--- src/rtl/mips_pkg.sv ---
// Shared definitions for the execute stage: datapath width, ALU class and
// funct encodings, and the branch-flush state machine states.
package mips_pkg;

    localparam int DATA_W = 16;

    typedef enum logic [1:0] {
        ALUOP_ADD   = 2'b00,
        ALUOP_SUB   = 2'b01,
        ALUOP_FUNCT = 2'b10,
        ALUOP_OR    = 2'b11
    } aluOp_e;

    localparam logic [2:0] FUNCT_ADD = 3'b000;
    localparam logic [2:0] FUNCT_SUB = 3'b001;
    localparam logic [2:0] FUNCT_AND = 3'b010;
    localparam logic [2:0] FUNCT_OR  = 3'b011;
    localparam logic [2:0] FUNCT_SLT = 3'b100;
    localparam logic [2:0] FUNCT_XOR = 3'b101;
    localparam logic [2:0] FUNCT_NOR = 3'b110;
    localparam logic [2:0] FUNCT_SRL = 3'b111;

    typedef enum logic {
        ST_IDLE  = 1'b0,
        ST_FLUSH = 1'b1
    } exState_e;

endpackage

--- src/rtl/alu16.sv ---
// Purely combinational ALU: the ALU class selects a fixed operation, or
// defers to the funct field for R-type instructions.
module alu16
    import mips_pkg::*;
#(
    parameter int W = DATA_W
) (
    input  logic [W-1:0] i_a,
    input  logic [W-1:0] i_b,
    input  logic [1:0]   i_ALUOp,
    input  logic [2:0]   i_funct,
    output logic [W-1:0] o_result
);

    logic w_lessThan;

    assign w_lessThan = ($signed(i_a) < $signed(i_b));

    always_comb begin
        o_result = '0;
        case (i_ALUOp)
            ALUOP_ADD: o_result = i_a + i_b;
            ALUOP_SUB: o_result = i_a - i_b;
            ALUOP_OR:  o_result = i_a | i_b;
            ALUOP_FUNCT: begin
                case (i_funct)
                    FUNCT_ADD: o_result = i_a + i_b;
                    FUNCT_SUB: o_result = i_a - i_b;
                    FUNCT_AND: o_result = i_a & i_b;
                    FUNCT_OR:  o_result = i_a | i_b;
                    FUNCT_SLT: o_result = {{(W-1){1'b0}}, w_lessThan};
                    FUNCT_XOR: o_result = i_a ^ i_b;
                    FUNCT_NOR: o_result = ~(i_a | i_b);
                    FUNCT_SRL: o_result = i_a >> 1;
                    default:   o_result = '0;
                endcase
            end
            default: o_result = '0;
        endcase
    end

endmodule

--- src/rtl/execute_stage.sv ---
// Pipeline execute stage: ALU, EX/MEM register, branch resolution and a
// small FSM that squashes the wrong-path slots behind a taken branch.
module execute_stage #(
    parameter int DATA_W      = mips_pkg::DATA_W,
    parameter int FLUSH_SLOTS = 2
) (
    input  logic              clk,
    input  logic              rst,
    input  logic              stall,
    input  logic              id_valid,
    input  logic [DATA_W-1:0] read_data_1,
    input  logic [DATA_W-1:0] read_data_2,
    input  logic [DATA_W-1:0] immediate,
    input  logic [DATA_W-1:0] PC_plus_two,
    input  logic [2:0]        rt,
    input  logic [2:0]        rd,
    input  logic              RegDst,
    input  logic              ALUSrc,
    input  logic              MemtoReg,
    input  logic              RegWrite,
    input  logic              MemRead,
    input  logic              MemWrite,
    input  logic              Branch,
    input  logic [1:0]        ALUOp,
    output logic              PC_Src,
    output logic [DATA_W-1:0] branch_target,
    output logic              flush,
    output logic              ex_valid,
    output logic [DATA_W-1:0] ex_alu_result,
    output logic [DATA_W-1:0] ex_store_data,
    output logic [2:0]        ex_dest,
    output logic              ex_MemtoReg,
    output logic              ex_RegWrite,
    output logic              ex_MemRead,
    output logic              ex_MemWrite
);
    import mips_pkg::*;

    localparam int CNT_W = (FLUSH_SLOTS < 2) ? 1 : $clog2(FLUSH_SLOTS + 1);

    exState_e          r_state;
    exState_e          w_nextState;
    logic [CNT_W-1:0]  r_count;
    logic [CNT_W-1:0]  w_nextCount;
    logic              r_pcSrc;
    logic [DATA_W-1:0] r_branchTarget;
    logic              r_exValid;
    logic [DATA_W-1:0] r_aluResult;
    logic [DATA_W-1:0] r_storeData;
    logic [2:0]        r_dest;
    logic              r_memtoReg;
    logic              r_regWrite;
    logic              r_memRead;
    logic              r_memWrite;

    logic              w_accept;
    logic              w_taken;
    logic [DATA_W-1:0] w_operandB;
    logic [DATA_W-1:0] w_aluResult;
    logic [DATA_W-1:0] w_target;

    assign w_accept   = id_valid && !stall && (r_state == ST_IDLE);
    assign w_taken    = w_accept && Branch && (read_data_1 == read_data_2);
    assign w_operandB = ALUSrc ? immediate : read_data_2;
    assign w_target   = PC_plus_two + (immediate << 1);

    alu16 #(.W(DATA_W)) u_alu (
        .i_a      (read_data_1),
        .i_b      (w_operandB),
        .i_ALUOp  (ALUOp),
        .i_funct  (immediate[2:0]),
        .o_result (w_aluResult)
    );

    always_comb begin
        w_nextState = r_state;
        w_nextCount = r_count;
        case (r_state)
            ST_IDLE: begin
                if (w_taken && (FLUSH_SLOTS > 0)) begin
                    w_nextState = ST_FLUSH;
                    w_nextCount = CNT_W'(FLUSH_SLOTS);
                end
            end
            ST_FLUSH: begin
                if (r_count <= CNT_W'(1)) begin
                    w_nextState = ST_IDLE;
                    w_nextCount = '0;
                end else begin
                    w_nextCount = r_count - CNT_W'(1);
                end
            end
            default: begin
                w_nextState = ST_IDLE;
                w_nextCount = '0;
            end
        endcase
    end

    // A stall freezes the flush countdown and any pending redirect pulse.
    always_ff @(posedge clk) begin
        if (rst) begin
            r_state        <= ST_IDLE;
            r_count        <= '0;
            r_pcSrc        <= 1'b0;
            r_branchTarget <= '0;
        end else if (!stall) begin
            r_state <= w_nextState;
            r_count <= w_nextCount;
            r_pcSrc <= w_taken;
            if (w_taken) begin
                r_branchTarget <= w_target;
            end
        end
    end

    // A taken branch still occupies the slot but must not write anything.
    always_ff @(posedge clk) begin
        if (rst) begin
            r_exValid   <= 1'b0;
            r_aluResult <= '0;
            r_storeData <= '0;
            r_dest      <= '0;
            r_memtoReg  <= 1'b0;
            r_regWrite  <= 1'b0;
            r_memRead   <= 1'b0;
            r_memWrite  <= 1'b0;
        end else if (!stall) begin
            r_exValid   <= w_accept;
            r_aluResult <= w_accept ? w_aluResult : '0;
            r_storeData <= w_accept ? read_data_2 : '0;
            r_dest      <= w_accept ? (RegDst ? rd : rt) : 3'd0;
            r_memtoReg  <= w_accept && MemtoReg;
            r_regWrite  <= w_accept && RegWrite && !w_taken;
            r_memRead   <= w_accept && MemRead && !w_taken;
            r_memWrite  <= w_accept && MemWrite && !w_taken;
        end
    end

    assign PC_Src        = r_pcSrc;
    assign branch_target = r_branchTarget;
    assign flush         = (r_state == ST_FLUSH);
    assign ex_valid      = r_exValid;
    assign ex_alu_result = r_aluResult;
    assign ex_store_data = r_storeData;
    assign ex_dest       = r_dest;
    assign ex_MemtoReg   = r_memtoReg;
    assign ex_RegWrite   = r_regWrite;
    assign ex_MemRead    = r_memRead;
    assign ex_MemWrite   = r_memWrite;

endmodule

--- config.mk ---
export PLATFORM = sky130hd
export DESIGN_NAME = execute_stage
export DESIGN_NICKNAME = d
export VERILOG_FILES = /design/src/rtl/mips_pkg.sv /design/src/rtl/alu16.sv /design/src/rtl/execute_stage.sv
export SDC_FILE = /design/constraint.sdc
export NUM_CORES = 1
export LEC_CHECK = 0
export BUFFER_PORTS_ARGS = -buffer_cell sky130_fd_sc_hd__buf_2
export CORE_MARGIN = 1.5
export CORE_UTILIZATION = 56
export CTS_CLUSTER_SIZE = 24
export DETAILED_ROUTE_END_ITERATION = 6
export GPL_ROUTABILITY_DRIVEN = 0
export PLACE_DENSITY = 0.88
export SLEW_MARGIN = 10
export SYNTH_ARGS = -nofsm -noshare
export SYNTH_HDL_FRONTEND = slang
export SYNTH_SLANG_ARGS = --single-unit
export TNS_END_PERCENT = 10
--- constraint.sdc ---
create_clock -name clk -period 5.35 [get_ports clk]
set_clock_uncertainty 0.2 [all_clocks]
set_input_delay 0 -clock clk [delete_from_list [all_inputs] [get_ports clk]]
set_output_delay 0 -clock clk [all_outputs]
set_load 0.05 [all_outputs]
# Word level (Yosys, flattened, before mapping)
# Index checks and enable logic that the tools add are counted.
classes:
  addsub: 4
  n_eq_ne: 12
  n_lt_le_gt_ge: 2
  n_reduce_logical: 17
  mux: 13
  bitwise: 6
op_table:
  columns: ["operator", "n"]
  rows:
  - ["one-hot mux 16 bit (8 select lines)", 1]
  - ["one-hot mux 16 bit (4 select lines)", 1]
  - ["two-way mux 16 bit", 3]
  - ["adder 16 bit", 2]
  - ["AND 16 bit", 1]
  - ["== test 16 bit", 1]
  - ["less-than comparator 16 bit", 1]
  - ["NOT 16 bit", 1]
  - ["OR 16 bit", 1]
  - ["subtractor 16 bit", 1]
  - ["XOR 16 bit", 1]
  - ["== test 3 bit, second input constant", 4]
  - ["logical AND 1 bit", 11]
  - ["== test 3 x 2 -> 1 bit, second input constant", 2]
  - ["two-way mux 3 bit", 2]
  - ["== test 2 bit, second input constant", 2]
  - ["two-way mux 2 bit", 2]
  - ["one-hot mux 2 bit (2 select lines)", 1]
  - ["AND reduction 2 bit", 2]
  - ["== test 3 x 1 -> 1 bit, second input constant", 1]
  - ["logical NOT 3 bit", 1]
  - ["== test 2 x 1 -> 1 bit, second input constant", 1]
  - ["less-or-equal comparator 2 x 1 -> 1 bit, second input constant", 1]
  - ["logical NOT 1 bit", 2]
  - ["other kinds (6)", 8]
totals:
  output_inout_bits: 58
  wordCells: 66
  in_bits: 83
  register_bits: 60

# Logic depth before layout (Yosys ltp)
logic_depth:
  word_depth: 7
  ltp_mapped: 17
  depth_no_buf: 13

# Modules after synthesis
# From an unflattened synthesis, not the netlist that was laid out.
hier_totals:
  cells_unflattened: 836
  area_unflattened_um2: 6357.3
modules_own_cells:
  columns: ["module", "seq_area_each_um2", "n_inst", "cells_each", "area_each_um2"]
  rows:
  - ["execute_stage", 1201.2, 1, 369, 3236.9]
  - ["alu16", 0.0, 1, 467, 3120.5]

# Worst setup path before layout
# Ideal clock, no wire load.
synth_path:
  kind: "input to register"
  start: "in immediate[1]"
  end: "reg r_aluResult[0] (netlist: ex_alu_result[0])"
  n_path_buf: 4
  slack_ns: 1.550
  t_required_ns: 5.064
  cell_stages: 14
  arrival_time_ns: 3.514
  cell_sequence: "clkbuf_1 buf_1 clkbuf_1 clkbuf_1 mux2i_1 fa_1 a211oi_4 o31ai_2 a221oi_2 o211ai_2 a2111oi_2 o21ai_1 a211o_1 a221oi_2"
synth_between:
  elab_chain_cells: 5
synth_lines:
  columns: ["element", "line", "rtl"]
  rows:
  - ["start: declaration", "execute_stage.sv:13", "input logic [DATA_W-1:0] immediate,"]
  - ["two-way mux 16 bit", "execute_stage.sv:64", "assign w_operandB = ALUSrc ? immediate : read_data_2;"]
  - ["less-than comparator 16 bit", "alu16.sv:17", "assign w_lessThan = ($signed(i_a) < $signed(i_b));"]
  - ["one-hot mux 16 bit (8 select lines) (*)", "alu16.sv:26", "case (i_funct)"]
  - ["one-hot mux 16 bit (4 select lines) (*)", "alu16.sv:21", "case (i_ALUOp)"]
  - ["two-way mux 16 bit (*)", "execute_stage.sv:130", "r_aluResult <= w_accept ? w_aluResult : '0;"]
  - ["end signal: assignment", "execute_stage.sv:130", null]
  - ["end: declaration", "execute_stage.sv:48", "logic [DATA_W-1:0] r_aluResult;"]
# Every way passes the cells marked *; elsewhere a longest branch is shown, timed or not.
# A chain may end at the register's enable or synchronous reset.

# Final worst setup path
layout_path:
  start: "in immediate[1]"
  end: "reg r_branchTarget[15] (netlist: branch_target[15])"
layout_between:
  elab_chain_cells: 1
layout_lines:
  columns: ["element", "line", "rtl"]
  rows:
  - ["adder 16 bit", "execute_stage.sv:65", "assign w_target = PC_plus_two + (immediate << 1);"]
  - ["end signal: assignment", "execute_stage.sv:112", "r_branchTarget <= w_target;"]
  - ["end: declaration", "execute_stage.sv:46", "logic [DATA_W-1:0] r_branchTarget;"]
# Every way passes these cells.

==> flow_summary.yaml <==
synth:
  synth_cells: 852
  yosysWarnings: 0
  syn_avg_cell_area_um2: 7.49
  synth_top_area_cell: "dfxtp_1"
  synth_edf_count: 0
  ys_seq_area_share_pct: 18.8
  yosysTopAreaCellShare_pct: 18.8
  synthMostInstantiatedCell: "nor2_1"
  synth-seq-cells: 60
  synth_fp_nets: 1001
  ys_top_cells_by_count: "85 x nor2_1, 83 x a21oi_1, 63 x ha_1, 63 x nand2_1, 60 x dfxtp_1"
  yosys-top-cells-area: "dfxtp_1 19%, ha_1 12%, a21oi_1 6.5%, mux2i_1 5.6%, xnor2_1 5.4%"
  async_reset_ff_share_pct: 0
  ys.flop_type: "dfxtp_1"
  synth_cell_type_count: 73
  mappedNetlistArea_um2: 6380
global_route:
  first_global_vias: 7325
  antenna_found_initial: 0
  track_usage_pct: 39.7
  grt_max_degree: 60
  grt_pass1_wl_um: 36600
  overflow: 0
die:
  die-area_um2: 12000
  die_h_um: 110
  core_um2: 11000
  ioPinCount: 141
  start_util_pct: 58.1
  rows: 38
  die-width_um: 110
hold_path:
  hold_class: "in -> reg"
  whs_endpoint: "PC_Src$_SDFFE_PP0N_"
  hp-start: "Branch"
  holdPathStages: 4
finish:
  n_antenna_cell: 0
  drive_above_1_share_pct: 17.9
  layout.nets: 1143
  area_delta_synth_final_pct: 20.9
timing:
  maxSlewHeadroom_pct: 17.1
  setup_viol: 0
  rsz0062_at_grt: "false"
  fin_crit_ns: 3.84
  finalCritPeriodShare_pct: 71.8
  final_hold_viol_count: 0
  worst_pin_slew_ns: 1.23
  fin_setup_tns_ns: 0
  maxSlewViolCount: 0
  fmax_mhz: 260
worst_setup_path:
  worstPathCellList: "buf_2, inv_1, fa_1, nor2b_1, o21a_1, o21ai_0, a211oi_1, nor3_1, o31ai_1, mux2i_1, dlygate4sd3_1, nand2_1"
  crit_path_start_kind: "input port"
  max_stage_delay_ns: 0.58
  worstPathArrival_ns: 3.88
  regToRegEndpoint: "branch_target[15]$_SDFFE_PP0P_"
  slowest_stage: "buf_2"
  rrSetupSlack_ns: 2.25
  rr_startpoint: "flush$_SDFFE_PP0N_"
  path_class: "in -> reg"
  ff2ff_path_depth: 9
  path_max_fanout: 38
  crit_path_end_kind: "flip-flop"
  path_delay_family: "buffers and inverters"
  critical_path_buf_inv_count: 3
  worstPathRequired_ns: 5.39
clock_tree:
  cts-resized-gates: 0
  cts-hold-fix-buffers: 35
  cts.htree.levels: 3
  clock_path_buffers: 2
  clock_latency_ns: 0.35
  clock-sinks: 60
  numCtsBuffers: 9
  post_cts_buffers: 0
  cts_root_buf: "clkbuf_16"
  cts_tree: "built"
  clk_pin_slew_ns: 0.05
pwr:
  p_leak_uw: 0.00350
  peakVddDrop_mv: 0.245
  power_density_nw_per_um2: 228
  p_total_uw: 1760
placed_design:
  portBuffers: 140
  hpwlAfterDp_um: 15800
detailed_routing:
  num_vias: 7670
  viasPerCell: 6.73
  drt_wl_total_um: 23800
  first_pass_iters: 6
  ant_nets: 0
  drt_iter0_drc: 1110
  drc: 0
  wire_per_inst_um: 20.9
flow_run:
  maxCapViolCount: 0
status:
  status: "finished, final reports clean"
-- layout make-up --
type	instances	area, um2
inverter	59	221
timing repair buffer	181	1100
tap	140	175
clock inverter	6	41.3
clock buffer	10	229
fill	832	3270
multi-input combinational	683	4750
sequential	60	1200
-- per-stage QoR --
step	hold slack [ns]	area (um2)	std cells	utilization, %	worst slack (ns)
5_1_grt	0.0646	7710	1139	70.2	1.33
4_1_cts	0.0134	7710	1139	70.2	1.80
2_1_floorplan	-0.0595	6380	852	-	1.55
3_3_place_gp	0.0357	7090	1088	64.6	1.82
6_report	0.0246	7710	1139	70.2	1.51
3_5_place_dp	0.0474	7090	1088	64.6	1.65
-- logic make-up (layout without fill, tap and decap cells) --
family          Yosys count  in the layout  synth area share, %
compound gates          288            288                 30.4
simple gates            244            244                 18.1
buf+inv                 109            256                 6.69
fa+ha+maj                66             66                 13.3
flops                    60             60                 18.8
xor+xnor                 46             46                 6.32
mux                      39             39                 6.36
-- routing by layer --
metal | global-route usage, % | share of wire (%)
met1 | 47.7 | 36
met5 | 0 | 0
met3 | 10.2 | 12
met2 | 62.7 | 45
met4 | 25.7 | 6.7
-- flip-flops by register name, indices dropped and copies added (netlist names) --
name and cells:
r_count 2, ex_MemRead 1, ex_RegWrite 1, ex_alu_result 16, ex_dest 3, flush 1, branch_target 16, ex_MemWrite 1
ex_MemtoReg 1, ex_store_data 16, PC_Src 1, ex_valid 1
-- worst max path at each step --
| stage | startpoint | endpoint | cells after the start |
|---|---|---|---|
| after global routing | immediate[1] | branch_target[15]$_SDFFE_PP0P_ | 12 |
| after CTS | immediate[1] | branch_target[15]$_SDFFE_PP0P_ | 12 |
| after floorplan | immediate[1] | ex_alu_result[0]$_SDFFE_PP0N_ | 14 |
| after global placement | ALUSrc | ex_alu_result[14]$_SDFFE_PP0N_ | 12 |
| final | immediate[1] | branch_target[15]$_SDFFE_PP0P_ | 12 |
| after detailed placement | ALUSrc | ex_alu_result[14]$_SDFFE_PP0N_ | 13 |
-- worst register-to-register path, stage by stage (launching register included) --
cell	delay, ns
dfxtp_1	0.33
nor2_1	0.14
nand2_1	0.39
nor4_1	0.49
nand4_1	0.15
buf_4	0.24
nor3b_1	0.34
mux2i_1	0.14
dlygate4sd3_1	0.57
nand2_1	0.06
-- power breakdown --
part / leakage [uW] / total (uW) / switching (uW) / internal [uW]
clock: 0.000124 / 565 / 252 / 313
combinational: 0.00288 / 728 / 457 / 271
sequential: 0.000488 / 469 / 7.82 / 462
-- cells in the final DEF (no fill, tap or decap), types with 16 or more instances in the layout --
cell           netlist  layout
a211oi_1            16      16
a21oi_1             83      83
a22oi_1             24      24
buf_2                5     140
dfxtp_1             60      60
dlygate4sd3_1        0      35
ha_1                63      63
inv_1               57      57
mux2i_1             36      36
nand2_1             63      63
nor2_1              85      85
nor3_1              18      18
o21ai_0             47      47
xnor2_1             39      39
(Power assumes the default switching activity.)
